--- config.mk ---
export PLATFORM = sky130hd
export DESIGN_NAME = grid_scan_tx_flat
export DESIGN_NICKNAME = d
export VERILOG_FILES = /design/src/rtl/grid_scan_tx_if.sv /design/src/rtl/grid_scan_tx.sv /design/src/flat_wrapper.sv
export SDC_FILE = /design/constraint.sdc
export NUM_CORES = 1
export LEC_CHECK = 0
export ABC_AREA = 1
export CAP_MARGIN = 20
export CORE_MARGIN = 2
export CORE_UTILIZATION = 51
export CTS_BUF_LIST = sky130_fd_sc_hd__clkbuf_2 sky130_fd_sc_hd__clkbuf_4 sky130_fd_sc_hd__clkbuf_8
export DETAILED_ROUTE_END_ITERATION = 8
export PLACE_DENSITY = 0.77
export SKIP_CTS_REPAIR_TIMING = 1
export SLEW_MARGIN = 20
export SYNTH_ARGS = -nofsm -noshare
export SYNTH_HDL_FRONTEND = slang
export SYNTH_SLANG_ARGS = --single-unit
--- constraint.sdc ---
create_clock -name clk -period 2 [get_ports clk]
set_clock_uncertainty 0.1 [all_clocks]
set_input_delay 0.2 -clock clk [delete_from_list [all_inputs] [get_ports clk]]
set_output_delay 0.2 -clock clk [all_outputs]
set_load 0.1 [all_outputs]
--- src/rtl/grid_scan_tx_if.sv ---
// Column/row drive bundle between the grid source, grid_scan_tx and the LED matrix.
// The master modport drives the grid and the scan enable; the slave modport drives the LED lines.
interface grid_scan_tx_if;
    logic [15:0] grid;
    logic        en;
    logic        ser_clk;
    logic        ser_data;
    logic        ser_latch;
    logic [1:0]  row_en;
    logic        busy;
    logic        frame_done;

    modport master (
        output grid,
        output en,
        input  ser_clk,
        input  ser_data,
        input  ser_latch,
        input  row_en,
        input  busy,
        input  frame_done
    );

    modport slave (
        input  grid,
        input  en,
        output ser_clk,
        output ser_data,
        output ser_latch,
        output row_en,
        output busy,
        output frame_done
    );
endinterface

--- src/rtl/grid_scan_tx.sv ---
// Two-row scanner for the 2x8 play field. Each row is shifted out serially, latched, then lit for DWELL cycles.
// Define GRID_SCAN_ACTIVE_LOW_EN for a common-anode matrix: this inverts row_en and the shifted cell bits.
module grid_scan_tx #(
    parameter int unsigned CLK_DIV = 2,
    parameter int unsigned DWELL   = 16
) (
    input  logic          clk,
    input  logic          reset,
    grid_scan_tx_if.slave bus
);

    localparam int unsigned CW = $clog2(CLK_DIV + 1);
    localparam int unsigned DW = $clog2(DWELL + 1);
    localparam logic [CW-1:0] CNT_LAST = CW'(CLK_DIV - 1);
    localparam logic [DW-1:0] DW_LAST  = DW'(DWELL - 1);

`ifdef GRID_SCAN_ACTIVE_LOW_EN
    localparam logic [1:0] ROW_BLANK = 2'b11;
    localparam logic [1:0] ROW0_ON   = 2'b10;
    localparam logic [1:0] ROW1_ON   = 2'b01;
    localparam logic       DATA_INV  = 1'b1;
`else
    localparam logic [1:0] ROW_BLANK = 2'b00;
    localparam logic [1:0] ROW0_ON   = 2'b01;
    localparam logic [1:0] ROW1_ON   = 2'b10;
    localparam logic       DATA_INV  = 1'b0;
`endif

    typedef enum logic [2:0] {
        S_IDLE,
        S_LOAD,
        S_SHIFT,
        S_LATCH,
        S_DWELL
    } state_t;

    state_t        state_q, state_d;
    logic [CW-1:0] cnt_q, cnt_d;
    logic          half_q, half_d;
    logic [2:0]    bit_q, bit_d;
    logic [DW-1:0] dcnt_q, dcnt_d;
    logic          row_q, row_d;
    logic [15:0]   snap_q, snap_d;
    logic [7:0]    sh_q, sh_d;

    always_ff @(posedge clk) begin
        if (reset) begin
            state_q <= S_IDLE;
            cnt_q   <= '0;
            half_q  <= 1'b0;
            bit_q   <= '0;
            dcnt_q  <= '0;
            row_q   <= 1'b0;
            snap_q  <= '0;
            sh_q    <= '0;
        end else begin
            state_q <= state_d;
            cnt_q   <= cnt_d;
            half_q  <= half_d;
            bit_q   <= bit_d;
            dcnt_q  <= dcnt_d;
            row_q   <= row_d;
            snap_q  <= snap_d;
            sh_q    <= sh_d;
        end
    end

    always_comb begin
        state_d = state_q;
        cnt_d   = cnt_q;
        half_d  = half_q;
        bit_d   = bit_q;
        dcnt_d  = dcnt_q;
        row_d   = row_q;
        snap_d  = snap_q;
        sh_d    = sh_q;

        unique case (state_q)
            S_IDLE: begin
                cnt_d  = '0;
                half_d = 1'b0;
                bit_d  = '0;
                dcnt_d = '0;
                row_d  = 1'b0;
                if (bus.en) begin
                    state_d = S_LOAD;
                end
            end

            S_LOAD: begin
                // Row 0 reads the live grid on the same edge the snapshot is taken, so both rows share one frame image.
                if (!row_q) begin
                    snap_d = bus.grid;
                    sh_d   = bus.grid[7:0];
                end else begin
                    sh_d   = snap_q[15:8];
                end
                cnt_d   = '0;
                half_d  = 1'b0;
                bit_d   = '0;
                state_d = S_SHIFT;
            end

            S_SHIFT: begin
                if (cnt_q == CNT_LAST) begin
                    cnt_d = '0;
                    if (!half_q) begin
                        half_d = 1'b1;
                    end else begin
                        half_d = 1'b0;
                        sh_d   = {sh_q[6:0], 1'b0};
                        if (bit_q == 3'd7) begin
                            bit_d   = '0;
                            state_d = S_LATCH;
                        end else begin
                            bit_d = bit_q + 3'd1;
                        end
                    end
                end else begin
                    cnt_d = cnt_q + CW'(1);
                end
            end

            S_LATCH: begin
                if (cnt_q == CNT_LAST) begin
                    cnt_d   = '0;
                    dcnt_d  = '0;
                    state_d = S_DWELL;
                end else begin
                    cnt_d = cnt_q + CW'(1);
                end
            end

            S_DWELL: begin
                if (dcnt_q == DW_LAST) begin
                    dcnt_d = '0;
                    if (!row_q) begin
                        row_d   = 1'b1;
                        state_d = S_LOAD;
                    end else begin
                        row_d   = 1'b0;
                        state_d = bus.en ? S_LOAD : S_IDLE;
                    end
                end else begin
                    dcnt_d = dcnt_q + DW'(1);
                end
            end

            default: begin
                state_d = S_IDLE;
            end
        endcase
    end

    always_comb begin
        bus.ser_clk    = 1'b0;
        bus.ser_data   = 1'b0;
        bus.ser_latch  = 1'b0;
        bus.row_en     = ROW_BLANK;
        bus.busy       = (state_q != S_IDLE);
        bus.frame_done = 1'b0;

        unique case (state_q)
            S_SHIFT: begin
                bus.ser_clk  = half_q;
                bus.ser_data = sh_q[7] ^ DATA_INV;
            end
            S_LATCH: begin
                bus.ser_latch = 1'b1;
            end
            S_DWELL: begin
                bus.row_en     = row_q ? ROW1_ON : ROW0_ON;
                bus.frame_done = row_q && (dcnt_q == DW_LAST);
            end
            default: begin
            end
        endcase
    end

endmodule

--- src/flat_wrapper.sv ---
// flat-port wrapper written by rule: the top's interface ports become plain ports
module grid_scan_tx_flat 
#(
    parameter int unsigned CLK_DIV = 2,
    parameter int unsigned DWELL   = 16
)
  (clk, reset, bus_grid, bus_en, bus_ser_clk, bus_ser_data, bus_ser_latch, bus_row_en, bus_busy, bus_frame_done);
  grid_scan_tx_if bus_i ();
  input  logic clk;
  input  logic reset;
  input wire logic [$bits(bus_i.grid)-1:0] bus_grid;
  input wire logic [$bits(bus_i.en)-1:0] bus_en;
  output wire logic [$bits(bus_i.ser_clk)-1:0] bus_ser_clk;
  output wire logic [$bits(bus_i.ser_data)-1:0] bus_ser_data;
  output wire logic [$bits(bus_i.ser_latch)-1:0] bus_ser_latch;
  output wire logic [$bits(bus_i.row_en)-1:0] bus_row_en;
  output wire logic [$bits(bus_i.busy)-1:0] bus_busy;
  output wire logic [$bits(bus_i.frame_done)-1:0] bus_frame_done;
  assign bus_i.grid = bus_grid;
  assign bus_i.en = bus_en;
  assign bus_ser_clk = bus_i.ser_clk;
  assign bus_ser_data = bus_i.ser_data;
  assign bus_ser_latch = bus_i.ser_latch;
  assign bus_row_en = bus_i.row_en;
  assign bus_busy = bus_i.busy;
  assign bus_frame_done = bus_i.frame_done;
  grid_scan_tx #(.CLK_DIV(CLK_DIV), .DWELL(DWELL)) u_core (.clk(clk), .reset(reset), .bus(bus_i));
endmodule
## Word-level counts from Yosys, hierarchy flattened

Index checks and enable logic that the tools add are counted.

- Register bits after elaboration: 39
- Bits in latches: 0
- Memory bits (writable): 0
- Bits in read-only memories: 0
- Input port bits: 19
- Output and inout port bits: 7
- Word-level logic and storage cells: 76
- Memories: 0

- $add $sub $neg: 3
- Multiply operators: 0
- Div/mod/pow operators: 0
- $lt $le $gt $ge: 0
- Equal/unequal tests: 13
- Shift operators: 0
- Mux-type cells: 34
- Bitwise operators: 1
- Reduce and logical (&&, ||, !) cells: 17

Operators with widths:

| kind | count |
|---|---|
| $mux W3 | 10 |
| $mux W8 | 3 |
| $pmux W8 S2 | 1 |
| $pmux W3 S5 | 1 |
| $pmux W5 S3 | 1 |
| $mux W5 | 2 |
| $ne A2 B1 Y1 const B | 5 |
| $mux W1 | 9 |
| $reduce_and A2 Y1 | 4 |
| $reduce_bool A2 Y1 | 4 |
| $eq A3 B2 Y1 const B | 2 |
| $eq A3 B3 Y1 const B | 2 |
| $mux W2 | 3 |
| $pmux W3 S2 | 1 |
| $reduce_and A3 Y1 | 2 |
| $reduce_and A6 Y1 | 1 |
| $reduce_bool A3 Y1 | 2 |
| $add A5 B1 Y5 const B | 1 |
| $eq A5 B4 Y1 const B | 1 |
| $pmux W1 S2 | 2 |
| $pmux W2 S2 | 1 |
| $reduce_or A2 Y1 | 2 |
| $add A3 B1 Y3 const B | 1 |
| $eq A3 B1 Y1 const B | 1 |
| other kinds (6) | 6 |

## Logic depth before layout (Yosys ltp)

- Depth after elaboration: 5
- Gate-level depth with buffers: 9
- Depth with buffers taken out: 9

## Worst setup path before layout

OpenSTA, ideal clock, no wires.

- Kind: reg-to-output
- Start: register u_core.state_q[0]
- End: output port bus_frame_done
- Arrival: 2.827 ns
- Required time: 1.700 ns
- Path slack: -1.127 ns
- Cell stages (with the launch flop): 6
- Path buffers: 0
- Path through: dfxtp_1 nor2_1 inv_2 nor2_4 inv_1 nor3_1

- Cells in the longest elaborated chain, start to end: 2

RTL lines:

| item | line | RTL |
|---|---|---|
| from (decl) | grid_scan_tx.sv:37 | `state_t state_q, state_d;` |
| from (signal assigned) | grid_scan_tx.sv:57 | `state_q <= state_d;` |
| $eq A3 B3 Y1 | grid_scan_tx.sv:163 | `unique case (state_q)` |
| $mux W1 | grid_scan_tx.sv:163 |  |
| to (decl) | flat_wrapper.sv:18 | `output wire logic [$bits(bus_i.frame_done)-1:0] bus_frame_done;` |

No other way between the ends.

## Worst setup path in the final report

Same ends and word-level chain as after synthesis.

==> metrics.md <==
| Metric | Value |
|---|---|
| # DRC | `0` |
| CTS buffer count | `5` |
| DRT Wirelength | `~3200 um` |
| Max rail drop VDD | `0.8402 mV` |
| Crit path required time | `approximately 1700 ps` |
| Die area | `about 3400 sq um` |
| Vias in the first global route | `between 1000 and 1500` |
| CP endpoint | `bus_frame_done` |
| Buffers added on ports | `25` |
| Yosys warning count | `0` |
| IO Count | `26` |
| Async SR Flop Fraction | `0` |
| Core box area | `around 2800 sq um` |
| Synth Register Bits | `31` |
| Worst Tran Pin Value | `478.3 ps` |
| Filler cells | `about 230` |
| Netlist cell types | `21` |
| Largest family of logic cells by synthesized area | `simple AND/OR/NAND/NOR gates` |
| Share of layout cells above drive strength 1 | `0.1310` |
| Final setup fails | `0` |
| Die Span X | `58.31 um` |
| Main flop type after synthesis | `dfxtp_1` |
| PD cells | `1277 nW/um^2` |
| Via count | `1402` |
| Startpoint types | `flop` |
| DR iter-0 viols | `50` |
| # clock sinks | `31` |
| Starting Density | `0.5407` |
| Max_slew headroom | `0.6802` |
| Status | `finished clean` |
| Root Driver | `clkbuf_4` |
| R2r setup slk | `360 ps` |
| Largest net degree at the start of global routing | `20` |
| Leakage power | `0.8288 nW` |
| Reg-to-Reg Start | `u_core.state_q[1]` |
| Synth Area in XOR/XNOR | `0.005824` |
| Hold crit path type | `flop to flop` |
| CTS tree | `yes` |
| Final Hold Fails | `0` |
| Power Total | `roughly 2.5 mW` |
| Antenna cells | `0` |
| Synth Area in Adders | `0.02496` |
| ANT nets after route | `0` |
| TNS Setup | `0 ps` |
| Min Tclk post-route | `1929 ps` |
| Initial antenna violation count | `0` |
| Sequential share of the synthesized area | `0.4126` |
| FF-to-FF End | `u_core.snap_q[9]` |
| Gr ovfl total | `0` |
| Post-synth design cell area | `approximately 1500 sq um` |
| Setup Crit Path Kind | `flop to primary output` |
| DRT Pass-1 Iters | `4` |
| FP Rows | `19` |
| Area grow syn2layout | `30.20%` |
| Arrival @ worst endpoint | `roughly 1600 ps` |
| Period utilization | `0.9647` |
| GRT Resource Usage Total | `0.2063` |
| EDFF count, synth | `0` |
| F_max | `about 520 MHz` |
| Mux contribution to synthesized area | `0` |
| Syn Nets | `246` |
| Synth Area in Compound Gates | `0.1847` |
| Crit end category | `primary output` |
| Post-synthesis simple-gate area fraction | `0.2829` |
| Routed len/inst | `11.14 um` |
| Crit path launch | `u_core.state_q[0]` |
| Synthesized area per cell | `about 6.7 sq um` |
| First-pass GRT wire length | `about 5400 um` |
| Vias per cell | `4.954` |
| Final slew viol count | `0` |
| Yosys top cell area share | `0.4126` |
| MaxCap Viol Count | `0` |
| Die Span Y | `58.31 um` |
| Final HPWL DP | `2352 um` |
| Clock transition at path regs | `90 ps` |
| Layout Utilization | `0.7040` |
| Nets | `273` |
| Crit-path max FO | `7` |
| Top post-synthesis cells by area | `dfxtp_1 41%, nand2_1 14%, o21ai_0 9.3%, a21oi_1 8.3%, nor2_1 7.0%` |
| H-tree depth | `2` |
| Cells after Synth | `224` |
| Final Wtd Congestion | `0.8708` |
| Most frequent cell after synthesis | `nand2_1` |
| Worst skew pair latency | `350 ps` |
| CTS max path bufs | `2` |
| Commonest cells post-synth | `55 x nand2_1, 31 x dfxtp_1, 28 x nor2_1, 28 x o21ai_0, 25 x a21oi_1` |
| Largest area contributor in the synthesized netlist | `dfxtp_1` |
| Worst Reg-to-Reg Cells | `4` |
[layout by cell type, fill, tap and decap left out]
cell and count:
nor3_1 1, clkbuf_4 5, buf_12 7, dfxtp_1 28, nor2_1 24, clkdlybuf4s50_1 18
a211oi_1 1, nand4_1 1, nor2_2 4, nor2_4 3, inv_2 2, clkinv_2 1
nand3b_1 3, nor3_2 1, xor2_1 1, nand2_2 2, clkbuf_8 1, bufinv_16 1
o21ai_0 28, nand3_1 8, a21oi_1 25, buf_4 3, inv_1 23, nand2_1 54
ha_1 3, o21ai_1 1, dfxtp_2 3
[kinds of logic (layout without fill, tap and decap cells)]
kind of cell / count (synthesis) / in the layout
flops: 31 / 31
simple gates: 101 / 101
xor+xnor: 1 / 1
fa+ha+maj: 3 / 3
buf+inv: 33 / 61
compound gates: 55 / 55
[sequential cells by signal, summed over array words and instances, names as in the netlist]
signal,cells
u_core.row_q,1
u_core.cnt_q,2
u_core.bit_q,3
u_core.dcnt_q,5
u_core.state_q,3
u_core.snap_q,8
u_core.half_q,1
u_core.sh_q,8
[how the worst min path moves through the flow]
stage,end,cells past startpoint,from,slack [ps]
after detailed placement,u_core.dcnt_q[4],2,u_core.dcnt_q[4],340
after global placement,u_core.dcnt_q[4],2,u_core.dcnt_q[4],340
after floorplan,u_core.snap_q[10],2,bus_grid[10],290
after global routing,u_core.dcnt_q[4],2,u_core.dcnt_q[4],380
final,u_core.dcnt_q[4],2,u_core.dcnt_q[4],350
after CTS,u_core.dcnt_q[4],2,u_core.dcnt_q[4],360
[routing by layer]
| metal | vias up | track usage | part of all wire |
|---|---|---|---|
| met3 | 7 | 0.04615 | 0.040 |
| li1 | 770 | - | - |
| met2 | 25 | 0.3002 | 0.43 |
| met4 | 0 | 0.09967 | 0.020 |
| met1 | 600 | 0.2889 | 0.51 |
| met5 | - | 0 | 0 |
[stage by stage]
| stage | area (sq um) | cells | setup WS (ps) | hold WS (ps) |
|---|---|---|---|---|
| floorplan | 1511 | 224 | -345.2 | 291.7 |
| global placement | 1853 | 275 | 319.3 | 336.1 |
| detailed placement | 1853 | 275 | 276.2 | 341.4 |
| CTS | 1939 | 283 | -59.53 | 355.2 |
| global route | 1958 | 283 | -6.661 | 375.8 |
| finish | 1958 | 283 | 70.66 | 351.7 |
[worst max-delay path: stages (launching register included)]
cell and delay (ps):
dfxtp_2 390, nor2_4 150, inv_2 70, nor2_4 120, inv_1 110, nor3_2 240
buf_12 210
[final cells by class]
| cell class | count | area, sq um | share of cell area |
|---|---|---|---|
| multi-input cells | 160 | 772.0 | 0.3942 |
| flip-flops and latches | 31 | 624.3 | 0.3188 |
| repair buffers | 28 | 342.8 | 0.1751 |
| inverters | 25 | 93.84 | 0.04792 |
| clock buffers | 6 | 51.30 | 0.02620 |
| well taps | 31 | 38.79 | 0.01981 |
| clock inverters | 2 | 35.03 | 0.01789 |
[power breakdown]
group / internal, mW / switching (mW)
clock network: 0.295 / 0.228
registers: 0.786 / 0.105
logic: 0.374 / 0.712
No activity file was read; power rests on OpenSTA's default activity.
